--- config.mk ---
export PLATFORM = sky130hd
export DESIGN_NAME = spike_logger
export DESIGN_NICKNAME = d
export VERILOG_FILES = /design/src/rtl/neuron_pkg.sv /design/src/rtl/spike_fifo.sv /design/src/rtl/spike_logger.sv
export SDC_FILE = /design/constraint.sdc
export NUM_CORES = 1
export LEC_CHECK = 0
export CAP_MARGIN = 0
export CORE_ASPECT_RATIO = 0.75
export CORE_UTILIZATION = 59
export DETAILED_ROUTE_END_ITERATION = 6
export HOLD_SLACK_MARGIN = 0.08
export PLACE_DENSITY = 0.77
export SYNTH_ARGS = -nofsm -noshare
export SYNTH_HDL_FRONTEND = slang
export SYNTH_HIERARCHICAL = 1
export SYNTH_SLANG_ARGS = --single-unit
--- constraint.sdc ---
create_clock -name clk -period 2.88 [get_ports clk]
set_input_delay 0.288 -clock clk [delete_from_list [all_inputs] [get_ports clk]]
set_output_delay 0.288 -clock clk [all_outputs]
set_load 0.005 [all_outputs]
--- src/rtl/neuron_pkg.sv ---
// Shared neuron-pipeline definitions: default spike-logger geometry and the timestamp type.
package neuron_pkg;

   localparam int unsigned TS_W_DEF  = 8;
   localparam int unsigned DEPTH_DEF = 8;

   typedef logic [TS_W_DEF-1:0] ts_t;

endpackage : neuron_pkg

--- src/rtl/spike_fifo.sv ---
// Synchronous first-word-fall-through FIFO holding spike timestamps; a push while full
// is accepted only when a pop frees the slot in the same cycle.
module spike_fifo
   import neuron_pkg::*;
#(
   parameter int unsigned DEPTH = DEPTH_DEF,
   parameter int unsigned W     = TS_W_DEF,
   localparam int unsigned AW   = $clog2(DEPTH),
   localparam int unsigned CW   = AW + 1
) (
   input  logic          clk,
   input  logic          rst,
   input  logic          push_i,
   input  logic          pop_i,
   input  logic [W-1:0]  data_i,
   output logic [W-1:0]  data_o,
   output logic          full_o,
   output logic          empty_o,
   output logic [CW-1:0] count_o
);

   logic [W-1:0]  mem_q [DEPTH];
   logic [AW-1:0] wptr_q, wptr_d;
   logic [AW-1:0] rptr_q, rptr_d;
   logic [CW-1:0] cnt_q, cnt_d;
   logic          do_push_c, do_pop_c;

   assign full_o  = (cnt_q == CW'(DEPTH));
   assign empty_o = (cnt_q == '0);
   assign data_o  = mem_q[rptr_q];
   assign count_o = cnt_q;

   assign do_pop_c  = pop_i & ~empty_o;
   assign do_push_c = push_i & (~full_o | do_pop_c);

   // Power-of-two depth lets the pointers wrap naturally.
   always_comb begin
      wptr_d = wptr_q;
      rptr_d = rptr_q;
      cnt_d  = cnt_q;
      if (do_push_c) wptr_d = wptr_q + AW'(1);
      if (do_pop_c)  rptr_d = rptr_q + AW'(1);
      case ({do_push_c, do_pop_c})
         2'b10:   cnt_d = cnt_q + CW'(1);
         2'b01:   cnt_d = cnt_q - CW'(1);
         default: cnt_d = cnt_q;
      endcase
   end

   always_ff @(posedge clk) begin
      if (rst) begin
         wptr_q <= '0;
         rptr_q <= '0;
         cnt_q  <= '0;
      end else begin
         wptr_q <= wptr_d;
         rptr_q <= rptr_d;
         cnt_q  <= cnt_d;
      end
   end

   always_ff @(posedge clk) begin
      if (!rst && do_push_c) mem_q[wptr_q] <= data_i;
   end

endmodule : spike_fifo

--- src/rtl/spike_logger.sv ---
// Logs the timestamp of each rising edge of the neuron fire output into a small FIFO.
// Defining SPIKE_LOG_DROP_CNT_EN adds a saturating 8-bit dropped-event counter (drop_cnt).
module spike_logger
   import neuron_pkg::*;
#(
   parameter int unsigned DEPTH = DEPTH_DEF,
   parameter int unsigned TS_W  = TS_W_DEF,
   localparam int unsigned CW   = $clog2(DEPTH) + 1
) (
   input  logic            clk,
   input  logic            rst,
   input  logic            ena,
   input  logic            spike_in,
   input  logic            clear,
   input  logic            rd_ready,
   output logic            rd_valid,
   output logic [TS_W-1:0] rd_data,
   output logic [CW-1:0]   count,
   output logic            overflow
`ifdef SPIKE_LOG_DROP_CNT_EN
   ,
   output logic [7:0]      drop_cnt
`endif
);

   logic [TS_W-1:0] ts_q, ts_d;
   logic            spike_q, spike_d;
   logic            overflow_q, overflow_d;
   logic            event_c, pop_c, drop_c;
   logic            full, empty;

   assign event_c  = ena & spike_in & ~spike_q;
   assign pop_c    = ~empty & rd_ready;
   assign drop_c   = event_c & full & ~pop_c;
   assign rd_valid = ~empty;
   assign overflow = overflow_q;

   spike_fifo #(
      .DEPTH (DEPTH),
      .W     (TS_W)
   ) u_fifo (
      .clk     (clk),
      .rst     (rst),
      .push_i  (event_c),
      .pop_i   (rd_ready),
      .data_i  (ts_q),
      .data_o  (rd_data),
      .full_o  (full),
      .empty_o (empty),
      .count_o (count)
   );

   // A drop in the same cycle as clear leaves overflow set.
   always_comb begin
      ts_d       = ts_q;
      spike_d    = spike_q;
      overflow_d = overflow_q;
      if (ena) begin
         ts_d    = ts_q + TS_W'(1);
         spike_d = spike_in;
      end
      if (drop_c)     overflow_d = 1'b1;
      else if (clear) overflow_d = 1'b0;
   end

   always_ff @(posedge clk) begin
      if (rst) begin
         ts_q       <= '0;
         spike_q    <= 1'b0;
         overflow_q <= 1'b0;
      end else begin
         ts_q       <= ts_d;
         spike_q    <= spike_d;
         overflow_q <= overflow_d;
      end
   end

`ifdef SPIKE_LOG_DROP_CNT_EN
   logic [7:0] drop_q, drop_d;

   assign drop_cnt = drop_q;

   always_comb begin
      drop_d = drop_q;
      if (clear)                      drop_d = drop_c ? 8'd1 : 8'd0;
      else if (drop_c && drop_q != 8'hFF) drop_d = drop_q + 8'd1;
   end

   always_ff @(posedge clk) begin
      if (rst) drop_q <= '0;
      else     drop_q <= drop_d;
   end
`endif

endmodule : spike_logger

==> metrics <==
status=complete, no violations; most common cell after layout, fill and taps aside=edfxtp_1; Synth area leader=edfxtp_1; Die Height=70.1 um; Ys Warns=6; Clock Tree Root=clkbuf_8; number of global-route vias before repair=approximately 2000; DRT Wirelength=between 6000 and 7000 um; Seq/Total Area, Yosys=between 60% and 70%; Tightest Pin Transition=about 0.9 ns; Setup Fix Bufs, Post-CTS=0; Rel. slew slack=41.4%; global-route wire length before repair=10100 um; Register Area=2380 um2; async set-reset flop share out of synthesis=0%; Worst Hold Class=reg -> reg; Nets=269; top-level port count=20; leakage power=around 0.0014 uW; clk slew on worst S/H paths=about 0.080 ns; CTS tree=built; PD cells=749 nW/um2; half-perimeter wire length after placement=roughly 4300 um; DR vias=between 1500 and 2000; final setup TNS=0 ns; Critical R2R Launch=u_fifo/count_o[1]; Seq cells post-synth=a little under 90; DIE AREA=6510 um2; fillcell total=just over 400; fin. max-slew vios=0; unrepaired setup endpoints after global routing=false; Top FF cell, synth=edfxtp_1; CTS Sinks=87; Setup WS post-layout=around 0.23 ns; total track usage=between 20% and 30%; setup violators final=0; Synth area leaders=edfxtp_1, dfxtp_1, mux4_1; Fin. Hold Viols=0; arrival time worst endpoint=around 2.4 ns; maximum vdd drop=between 500 and 600 uV; drt wl/cell=roughly 18 um; Layout Skew=0.0112 ns; Initial DRC Count=between 150 and 200; layout cells sized above 1=18.7%; CP startpoint kind=flop; P&R area growth vs syn=13.6%; Peak Freq=about 380 MHz; First-pass DRT Iterations=4; Final min period=about 2.7 ns; footprint of the multi-input gates=~1200 um2; PostCTS Resize Cnt=0; number of flops mapped to enable cells by yosys=64; Port Buf Inserts=19; Clock Path Buffers=2; Finished Core Util=70.5%; final worst path period share=92.1%; Post-Synthesis Cells=~230; Vias/cell=about 5.9; Core Area=5890 um2; # rows=24; largest net degree at the start of global routing=22; max cap viols=0; initial core utilization=between 60 and 70%; # diodes=0; DR DRC count=0; Die W=between 90 and 100 um; CTS Buf Count=9; cell area after synthesis=between 3000 and 4000 um2; most frequent cells in the layout=edfxtp_1, nor2_1, dfxtp_1; worst setup path category=reg -> out; clock latency on the worst-skew pair=between 0.3 and 0.4 ns; library cells used by synthesis=between 40 and 50; Hold Startpoint=spike_q; htree depth=3; initial antenna violation count=0; share of the synthesized area in the top cell type=52.7%; Final ANT Viol Nets=0; RD Place Congestion=around 0.8; Net Count, Synth=237; cts hold-fix bufs=0; Syn Area/Cell=roughly 16 um2; Worst setup EP type=output pin; Critical Path RT=roughly 2.6 ns; Congestion Overflow GR=0; Critical Path Fanout Max=16; Setup WS pre-CTS=between 0.3 and 0.4 ns
[per-layer routing]
layer  track usage (%)  wire length (um)  up-vias
met2              32.4              2920       52
met5                 0                 0        -
met3              6.21               406       10
met4              7.69                80        0
li1                  -                 -      938
met1              31.0              2830      996
[flip-flops by register name (all words and copies together), names as in the netlist, named ones only]
name,cells
u_fifo/mem_q,64
overflow,1
u_fifo/rptr_q,3
ts_q,8
spike_q,1
u_fifo/count_o,4
u_fifo/wptr_q,3
[cells in the mapped netlist, types with 2 or more instances]
| master | count |
|---|---|
| a21oi_1 | 5 |
| buf_2 | 2 |
| edfxtp_1 | 64 |
| nand2b_1 | 3 |
| xnor2_1 | 4 |
| nand2_1 | 5 |
| dfxtp_1 | 23 |
| or3_1 | 4 |
| clkbuf_1 | 3 |
| nand4_1 | 2 |
| xor2_1 | 7 |
| nor2_1 | 24 |
| nand4_2 | 2 |
| buf_6 | 2 |
| nor3_1 | 4 |
| inv_1 | 5 |
| nand3_1 | 2 |
| mux2i_1 | 5 |
| o211ai_1 | 3 |
| ha_1 | 5 |
| and2_1 | 2 |
| mux2_2 | 8 |
| mux4_2 | 6 |
| o21ai_0 | 3 |
| nand3b_1 | 2 |
| mux4_1 | 10 |
[area by class of cell]
type	count	area share [%]
flip-flops and latches	87	57.5
multi-input cells	122	28.3
well taps	78	2.35
repair buffers	32	6.94
clock inverters	6	1.39
inverters	5	0.453
clock buffers	10	3.08
[worst paths after layout]
check	endpoint	slack [ns]	cells after the start
worst max register to register	u_fifo/count_o[3]	0.28	9
worst max-delay path	rd_data[1]	0.23	4
worst min-delay path	spike_q	0.50	2
worst min register to register	spike_q	0.50	2
[critical path: stages, from the launching register on]
cell and delay (ns):
dfxtp_1 0.34, buf_4 0.31, mux4_1 0.64, mux2_2 0.28
clkdlybuf4s50_1 0.44
[power breakdown]
part           total (uW)  switching (uW)  leakage (uW)  internal [uW]
clock                 762             436     0.0000858            326
sequential           1480            85.8      0.000783           1390
combinational         864             381      0.000571            483
[cell families after synthesis]
| family | synth area share (%) |
|---|---|
| adder cells (fa/ha/maj) | 2.26 |
| XOR/XNOR | 2.64 |
| buffers and inverters | 2.71 |
| AO/OA/AOI/OAI | 4.49 |
| AND/OR/NAND/NOR | 7.88 |
| flip-flops | 65.3 |
| multiplexers | 14.7 |
[stage by stage]
| stage | hold WS, ns | instances | area, um2 | total power, uW |
|---|---|---|---|---|
| floorplan | 0.361 | 225 | 3650 | 2140 |
| global placement | 0.470 | 324 | 3960 | 2340 |
| detailed placement | 0.488 | 324 | 3960 | 2370 |
| CTS | 0.513 | 340 | 4150 | 3130 |
| global route | 0.556 | 340 | 4150 | 3260 |
| finish | 0.504 | 340 | 4150 | 3110 |
Power figures use the tool's default switching activity.
==> variant: new RTL, config.mk and constraints unchanged <==
`TS_W_DEF`: 8 -> 6.
--- a/src/rtl/neuron_pkg.sv
+++ b/src/rtl/neuron_pkg.sv
@@ -1,7 +1,7 @@
 // Shared neuron-pipeline definitions: default spike-logger geometry and the timestamp type.
 package neuron_pkg;
 
-   localparam int unsigned TS_W_DEF  = 8;
+   localparam int unsigned TS_W_DEF  = 6;
    localparam int unsigned DEPTH_DEF = 8;
 
    typedef logic [TS_W_DEF-1:0] ts_t;
Ports: changed (resized rd_data); port bits go from 20 to 18. The function was not compared with the original's and may differ.
==> variant against the unedited design <==
- power is 15% lower
- cell area is 18% lower
- die area is 23% lower
- via count is 21% lower
- synthesized cell count is 21% lower
- first-iteration DRC count is 26% lower
- sequential cell count is 18 lower
- routed wire length is 20% lower
- critical path depth is 4 higher
- highest routed layer unchanged
- area after synthesis is 23% lower
- worst setup slack better by 15 ps
- critical path type is now register to register
- final cell count is 19% lower
==> variant: results (changes against the unedited design) <==
syn avg cell area=15.8 µm² (-2.9%); Tcrit/Tclk final=0.916 (-0.00515); pin count of the biggest net entering global routing=17 (-23%); sequential area share after synthesis=0.664 (+0.0113); Lkg Pwr=1.21 nW (-16%); filler cell count=274 (-32%); maximum VDD drop=0.464 mV (-11%); Synth cell types=37 (-20%); GRT Total Usage=0.235 (+0.0180); vias in the first global route=1539 (-23%); global placer's final weighted congestion=0.892 (+13%); pre-CTS setup slack=185 ps (-165 ps); Vias=1569 (-21%); run status=complete, no violations; DR iter-0 viols=117 (-26%); dpl cell area=0.00311 mm² (-22%); delay-heaviest family, CP=simple AND/OR/NAND/NOR gates; first-pass GRT wire length=7860 µm (-22%); net switching power=0.000600 W (-34%); Crit-path slowest cell=or4b_4; DP Wirelength=3370 µm (-21%); flop2flop setup slack=240 ps (-40 ps); Final nets=225 (-16%); CP max stage delay=590 ps (-50 ps); FF-to-FF path depth=8 (-1); Post-synth top cells=edfxtp_1 (48), nor2_1 (22), dfxtp_1 (21); post-synthesis mux area share=0.135 (-0.0127)
[variant: changes by cell type in the layout (fill, tap and decap cells not counted), moves of 3 or more]
cell and change:
bufinv_16 +4, edfxtp_1 -16, mux4_1 -10, mux4_2 +6, or3_1 -3
[variant: layout make-up]
class | count | area, µm² | share of cell area
timing repair buffer | 29 | 260 | 0.0770
sequential | 69 | 1860 | 0.551
tap | 57 | 71.3 | 0.0211
multi-input combinational | 96 | 888 | 0.263
inverter | 7 | 26.3 | 0.00777
clock inverter | 6 | 134 | 0.0396
clock buffer | 10 | 138 | 0.0407
[variant: power groups by stage]
stage,combinational (W),clock [W],sequential [W]
finish,0.000446,0.00103,0.00116
global route,0.000495,0.00108,0.00117
CTS,0.000445,0.00104,0.00116
detailed placement,0.000442,0,0.00118
global placement,0.000425,0,0.00118
floorplan,0.000288,0,0.00116
[variant: per-layer routing]
metal	routed length (µm)	track usage	up-vias
met4	76	0.0852	0
met3	377	0.0920	6
met5	0	0	-
met1	2140	0.296	768
li1	-	-	742
met2	2420	0.377	53
